--- config.mk ---
export PLATFORM = sky130hd
export DESIGN_NAME = inst_mem_loader
export DESIGN_NICKNAME = d
export VERILOG_FILES = /design/src/rtl/inst_mem_loader_pkg.sv /design/src/rtl/inst_mem_loader_ram.sv /design/src/rtl/inst_mem_loader.sv
export SDC_FILE = /design/constraint.sdc
export NUM_CORES = 2
export LEC_CHECK = 0
export BUFFER_PORTS_ARGS = -buffer_cell sky130_fd_sc_hd__buf_2
export CAP_MARGIN = 20
export CORE_MARGIN = 1.5
export CORE_UTILIZATION = 25
export CTS_CLUSTER_SIZE = 20
export DETAILED_ROUTE_END_ITERATION = 7
export HOLD_SLACK_MARGIN = 0.06
export PLACE_DENSITY = 0.39
export SLEW_MARGIN = 20
export SYNTH_ARGS = -nofsm -noshare
export SYNTH_HDL_FRONTEND = slang
export SYNTH_SLANG_ARGS = --single-unit
--- constraint.sdc ---
create_clock -name clk -period 5.6 [get_ports clk]
set_input_delay 1.12 -clock clk [delete_from_list [all_inputs] [get_ports clk]]
set_output_delay 1.12 -clock clk [all_outputs]
set_load 0.02 [all_outputs]
--- src/rtl/inst_mem_loader_pkg.sv ---
// Shared definitions for the instruction-memory loader: geometry, FSM states
// and the instruction value presented to fetch while the RAM is being loaded.
package inst_mem_loader_pkg;

    localparam int ADDR_W         = 6;
    localparam int DEPTH          = 64;
    localparam int BYTES_PER_WORD = 4;

    localparam logic [31:0] NOP_INST = 32'h0000_0000;

    typedef enum logic [1:0] {
        ST_IDLE = 2'd0,
        ST_LOAD = 2'd1,
        ST_DONE = 2'd2
    } state_e;

    // Little-endian word assembly: lane 0 lands in the least significant byte.
    function automatic logic [31:0] pack_word(
        input logic [7:0] b3,
        input logic [7:0] b2,
        input logic [7:0] b1,
        input logic [7:0] b0
    );
        return {b3, b2, b1, b0};
    endfunction

endpackage

--- src/rtl/inst_mem_loader_ram.sv ---
// Instruction RAM: one synchronous write port for the loader and one
// combinational read port for fetch. Contents are intentionally not reset.
module inst_ram #(
    parameter int ADDR_W = 6,
    parameter int DEPTH  = 64
) (
    input  logic              clk,
    input  logic              we,
    input  logic [ADDR_W-1:0] waddr,
    input  logic [31:0]       wdata,
    input  logic [ADDR_W-1:0] raddr,
    output logic [31:0]       rdata
);

    logic [31:0] mem_q [DEPTH];

    // Store one assembled word on the edge that accepts its last byte.
    always_ff @(posedge clk) begin
        if (we) begin
            mem_q[waddr] <= wdata;
        end
    end

    assign rdata = mem_q[raddr];

endmodule

--- src/rtl/inst_mem_loader.sv ---
// Byte-stream loader for the instruction RAM. Packs host bytes four at a time
// into little-endian words, writes them sequentially from address 0, and
// serves fetch through a ROM-compatible ce/addr/inst port that reads as NOP
// while a load is in progress.
module inst_mem_loader #(
    parameter int ADDR_W = inst_mem_loader_pkg::ADDR_W,
    parameter int DEPTH  = inst_mem_loader_pkg::DEPTH
) (
    input  logic              clk,
    input  logic              rst,
    input  logic              start,
    input  logic [ADDR_W:0]   len_words,
    input  logic              byte_valid,
    input  logic [7:0]        byte_data,
    output logic              byte_ready,
    output logic              busy,
    output logic              done,
    output logic [ADDR_W:0]   word_cnt,
    input  logic              ce,
    input  logic [ADDR_W-1:0] addr,
    output logic [31:0]       inst
);

    import inst_mem_loader_pkg::*;

    localparam logic [ADDR_W:0] DEPTH_W   = (ADDR_W + 1)'(DEPTH);
    localparam logic [1:0]      LAST_LANE = 2'(BYTES_PER_WORD - 1);

    state_e            state_q;
    logic [ADDR_W:0]   len_q;
    logic [ADDR_W-1:0] wr_addr_q;
    logic [1:0]        byte_idx_q;
    logic [7:0]        lane0_q;
    logic [7:0]        lane1_q;
    logic [7:0]        lane2_q;
    logic [ADDR_W:0]   word_cnt_q;
    logic              ready_q;
    logic              busy_q;
    logic              done_q;

    logic [ADDR_W:0]   len_d;
    logic [ADDR_W:0]   word_cnt_d;
    logic              accept_s;
    logic              we_s;
    logic [31:0]       wdata_s;
    logic [31:0]       rdata_s;

    // Clamp the requested length, and qualify byte acceptance and RAM writes;
    // a restart on the same edge wins over the last byte of a word.
    always_comb begin
        len_d      = len_words;
        word_cnt_d = word_cnt_q + {{ADDR_W{1'b0}}, 1'b1};
        accept_s   = byte_valid & ready_q;
        we_s       = 1'b0;
        wdata_s    = pack_word(byte_data, lane2_q, lane1_q, lane0_q);
        if (len_words > DEPTH_W) begin
            len_d = DEPTH_W;
        end else begin
            len_d = len_words;
        end
        if (accept_s && !start && (byte_idx_q == LAST_LANE)) begin
            we_s = 1'b1;
        end else begin
            we_s = 1'b0;
        end
    end

    // Loader FSM with byte assembler, address/count registers and registered status.
    always_ff @(posedge clk or negedge rst) begin
        if (!rst) begin
            state_q    <= ST_IDLE;
            len_q      <= {(ADDR_W + 1){1'b0}};
            wr_addr_q  <= {ADDR_W{1'b0}};
            byte_idx_q <= 2'd0;
            lane0_q    <= 8'h00;
            lane1_q    <= 8'h00;
            lane2_q    <= 8'h00;
            word_cnt_q <= {(ADDR_W + 1){1'b0}};
            ready_q    <= 1'b0;
            busy_q     <= 1'b0;
            done_q     <= 1'b0;
        end else if (start) begin
            // Start (or restart) from any state; a partial word is discarded.
            len_q      <= len_d;
            wr_addr_q  <= {ADDR_W{1'b0}};
            byte_idx_q <= 2'd0;
            word_cnt_q <= {(ADDR_W + 1){1'b0}};
            if (len_d != {(ADDR_W + 1){1'b0}}) begin
                state_q <= ST_LOAD;
                ready_q <= 1'b1;
                busy_q  <= 1'b1;
                done_q  <= 1'b0;
            end else begin
                state_q <= ST_DONE;
                ready_q <= 1'b0;
                busy_q  <= 1'b0;
                done_q  <= 1'b1;
            end
        end else begin
            case (state_q)
                ST_IDLE, ST_DONE: begin
                    state_q <= state_q;
                end
                ST_LOAD: begin
                    if (accept_s) begin
                        case (byte_idx_q)
                            2'd0:    lane0_q <= byte_data;
                            2'd1:    lane1_q <= byte_data;
                            2'd2:    lane2_q <= byte_data;
                            default: lane2_q <= lane2_q;
                        endcase
                        if (byte_idx_q == LAST_LANE) begin
                            byte_idx_q <= 2'd0;
                            wr_addr_q  <= wr_addr_q + {{(ADDR_W - 1){1'b0}}, 1'b1};
                            word_cnt_q <= word_cnt_d;
                            if (word_cnt_d == len_q) begin
                                state_q <= ST_DONE;
                                ready_q <= 1'b0;
                                busy_q  <= 1'b0;
                                done_q  <= 1'b1;
                            end
                        end else begin
                            byte_idx_q <= byte_idx_q + 2'd1;
                        end
                    end
                end
                default: begin
                    state_q <= ST_IDLE;
                    ready_q <= 1'b0;
                    busy_q  <= 1'b0;
                    done_q  <= 1'b0;
                end
            endcase
        end
    end

    inst_ram #(
        .ADDR_W (ADDR_W),
        .DEPTH  (DEPTH)
    ) u_ram (
        .clk   (clk),
        .we    (we_s),
        .waddr (wr_addr_q),
        .wdata (wdata_s),
        .raddr (addr),
        .rdata (rdata_s)
    );

    // Fetch port: RAM contents when enabled and not loading, NOP otherwise.
    always_comb begin
        inst = NOP_INST;
        if (ce && (state_q != ST_LOAD)) begin
            inst = rdata_s;
        end else begin
            inst = NOP_INST;
        end
    end

    assign byte_ready = ready_q;
    assign busy       = busy_q;
    assign done       = done_q;
    assign word_cnt   = word_cnt_q;

endmodule

==> flow_summary.yaml <==
cells_and_area:
  drive_gt1_share_pct: 33.52
  layout_common_cells: "edfxtp_1, mux4_2, clkbuf_16"
  fin_cells: 8412
  synthToLayoutAreaGrowth_pct: 19.38
  utilization_pct: 29.99
  fillers: 31153
  nNetsFinal: 3952
  layout_commonest_cell: "edfxtp_1"
worst_setup_path:
  r2r_slack_ns: 1.62
  critPathLaunchType: "primary input"
  critical_path_arrival_ns: 4.31
  rr_worst_depth: 6
  end_kind: "primary output"
  reg2reg_from: "byte_idx_q[1]"
  crit_start: "addr[0]"
  path_class: "in2out"
  reg2reg_to: "u_ram.mem_q[28][25]"
  worstPathMaxFanout: 26
  crit_end: "inst[11]"
  worstPathRequired_ns: 4.48
logic_synthesis:
  synth_compound_area_share_pct: 1.495
  ys_ff_latch: 2096
  synthMuxAreaShare_pct: 17.33
  yosysWarnings: 0
  ys.flop_type: "edfxtp_1"
  syn_nets: 3551
  syn_avg_cell_area_um2: 22.93
  seq_area_frac_synth_pct: 77.70
  syn_area_mm2: 0.08069
  synth_fa_ha_area_share_pct: 0.09304
  synthSimpleGateAreaFrac_pct: 1.853
  syn_inst: 3519
  synth_top_family_by_area: "multiplexers"
  synth_cell_types: 61
  async_flop_share_pct: 2.290
  synth_xor_area_share_pct: 0.1907
  synth_edf_count: 2048
floorplan:
  io_pins: 68
  die_w_um: 571.1
  start_util_pct: 25.13
  die_area_mm2: 0.3262
  rows: 208
  die-height_um: 571.1
  core-area_mm2: 0.3211
clock_network:
  cts_tree: "built"
  numCtsBuffers: 236
  cts_repair_resize_count: 1
  clk_path_buf_depth: 4
  clkSinkCount: 2096
  clkTransAtPathRegs_ns: 0.06
  h-tree-depth: 4
  ctsHoldBuffers: 0
  insertion_delay_ns: 0.90
  clockRootBuffer: "clkbuf_16"
  postCtsSetupRepairBufs: 0
routing:
  drc: 0
  vias_per_cell: 4.657
  wire_per_inst_um: 31.67
  postRouteAntennaNets: 0
  routed-via-count: 39178
  finalWirelength_mm: 266.4
  first_pass_iters: 5
  drtIter0Drc: 4053
pwr:
  switching_power_uw: 8168
  vdd_drop_max_uv: 252.8
  p_clk_share_pct: 42.7
  power_density_mw_per_mm2: 373.1
  p_int_uw: 27780
  switching_share_pct: 22.72
  seqPwrFrac_pct: 51.5
  power_frac_comb_pct: 5.7
  p_leak_uw: 0.03008
timing:
  finalSetupViolations: 0
  rsz0062_at_grt: "no"
  fmax_mhz: 184.1
  hold-worst-slack_ns: 0.2548
  fin_crit_ns: 5.431
  worst_pin_slew_ns: 1.113
  finalHoldViolations: 0
  skew_ns: 0.05733
  maxSlewHeadroom_pct: 23.90
  fin_crit_sh_pct: 96.99
  drv_slew: 0
global_routing:
  grtUsageTotal_pct: 16.20
  grt_pass1_vias: 40623
  overflow: 0
  grt_pass1_wl_mm: 361.2
  grt_max_degree: 68
  antenna_found_initial: 16
hold_path:
  min_path_type: "in2async"
place:
  placed_cells: 7987
  finalWeightedCongestion: 0.7390
  dp_hpwl_mm: 155.3
  io_buffer_count: 67
job:
  drv_cap: 0
run_status:
  status: "finished clean"
power groups by stage:
| stage | logic [uW] | registers [uW] | clock network (uW) |
|---|---|---|---|
| after floorplan | 880 | 18800 | 0 |
| after global routing | 2210 | 18600 | 16300 |
| after detailed placement | 2130 | 18900 | 0 |
| after global placement | 2120 | 18900 | 0 |
| final | 2070 | 18500 | 15400 |
| after CTS | 2140 | 18500 | 15700 |
cell families (layout without fill, tap and decap cells):
| kind of cell | after synthesis | count (layout) |
|---|---|---|
| xor+xnor | 16 | 16 |
| simple gates | 335 | 335 |
| buf+inv | 197 | 777 |
| other cells | 0 | 8 |
| flops | 2096 | 2096 |
| mux | 700 | 700 |
| compound gates | 169 | 169 |
| fa+ha+maj | 6 | 6 |
state kept, by name (all words and copies together), names as in the netlist:
| signal | flops |
|---|---|
| byte_idx_q | 2 |
| done | 1 |
| lane0_q | 8 |
| lane1_q | 8 |
| lane2_q | 8 |
| len_q | 7 |
| state_q | 1 |
| u_ram.mem_q | 2048 |
| word_cnt | 7 |
| wr_addr_q | 6 |
layer usage:
metal / part of all wire [%] / vias up / routed length [um] / global-route usage, %
li1: - / 15804 / - / -
met4: 2.0 / 4 / 5336 / 3.611
met2: 49 / 1054 / 129600 / 26.98
met5: 0.0086 / - / 23 / 0
met3: 4.6 / 293 / 12370 / 2.280
met1: 45 / 22023 / 119100 / 22.39
synth_stat cells, drive strengths merged, types with 17 or more instances:
master	number	area [um^2]
mux4	553	12450
mux2i	100	1001
nor2	97	364.1
o22ai	27	168.9
dfrtp	48	1201
a31oi	17	106.4
nand3	44	220.2
buf	133	834.6
clkbuf	52	196.4
nand2	123	461.7
mux2	47	529.3
edfxtp	2048	61500
o21ai	29	145.1
worst max-delay path, stage by stage:
cell and delay (ns):
buf_8 0.30, buf_12 0.27, buf_12 0.20, buf_4 0.21
mux4_2 0.52, a2111oi_0 0.99, a311o_1 0.24, a31oi_1 0.12
buf_2 0.21
worst min path at each step:
stage | endpoint | start | slack, ns
floorplan | len_q[6] | len_q[6] | 0.50
global placement | lane0_q[1] | lane0_q[1] | 0.50
detailed placement | lane1_q[2] | lane1_q[2] | 0.50
CTS | word_cnt[2] | rst | 0.19
global route | word_cnt[2] | rst | 0.23
finish | word_cnt[2] | rst | 0.25
final cells by class:
cell class	count	area [um^2]	share of cell area (%)
Inverter	12	55.05	0.05715
Antenna cell	8	20.02	0.02078
Tap cell	4305	5386	5.592
Clock buffer	288	6236	6.474
Clock inverter	129	1287	1.337
Multi-Input combinational cell	1226	17400	18.06
Sequential cell	2096	62750	65.14
Timing Repair Buffer	348	3191	3.312
stage by stage:
| stage | area (um^2) | power (uW) | worst slack (ns) | TNS [ns] |
|---|---|---|---|---|
| 4_1_cts | 96290 | 36430 | 0.1928 | 0 |
| 3_3_place_gp | 88740 | 20970 | -0.2298 | -0.2298 |
| 3_5_place_dp | 88760 | 21010 | 0.1946 | 0 |
| 5_1_grt | 96310 | 37070 | 0.1893 | 0 |
| 2_1_floorplan | 80690 | 19730 | 1.484 | 0 |
| 6_report | 96330 | 35940 | 0.1688 | 0 |
Power figures use the tool's default switching activity.
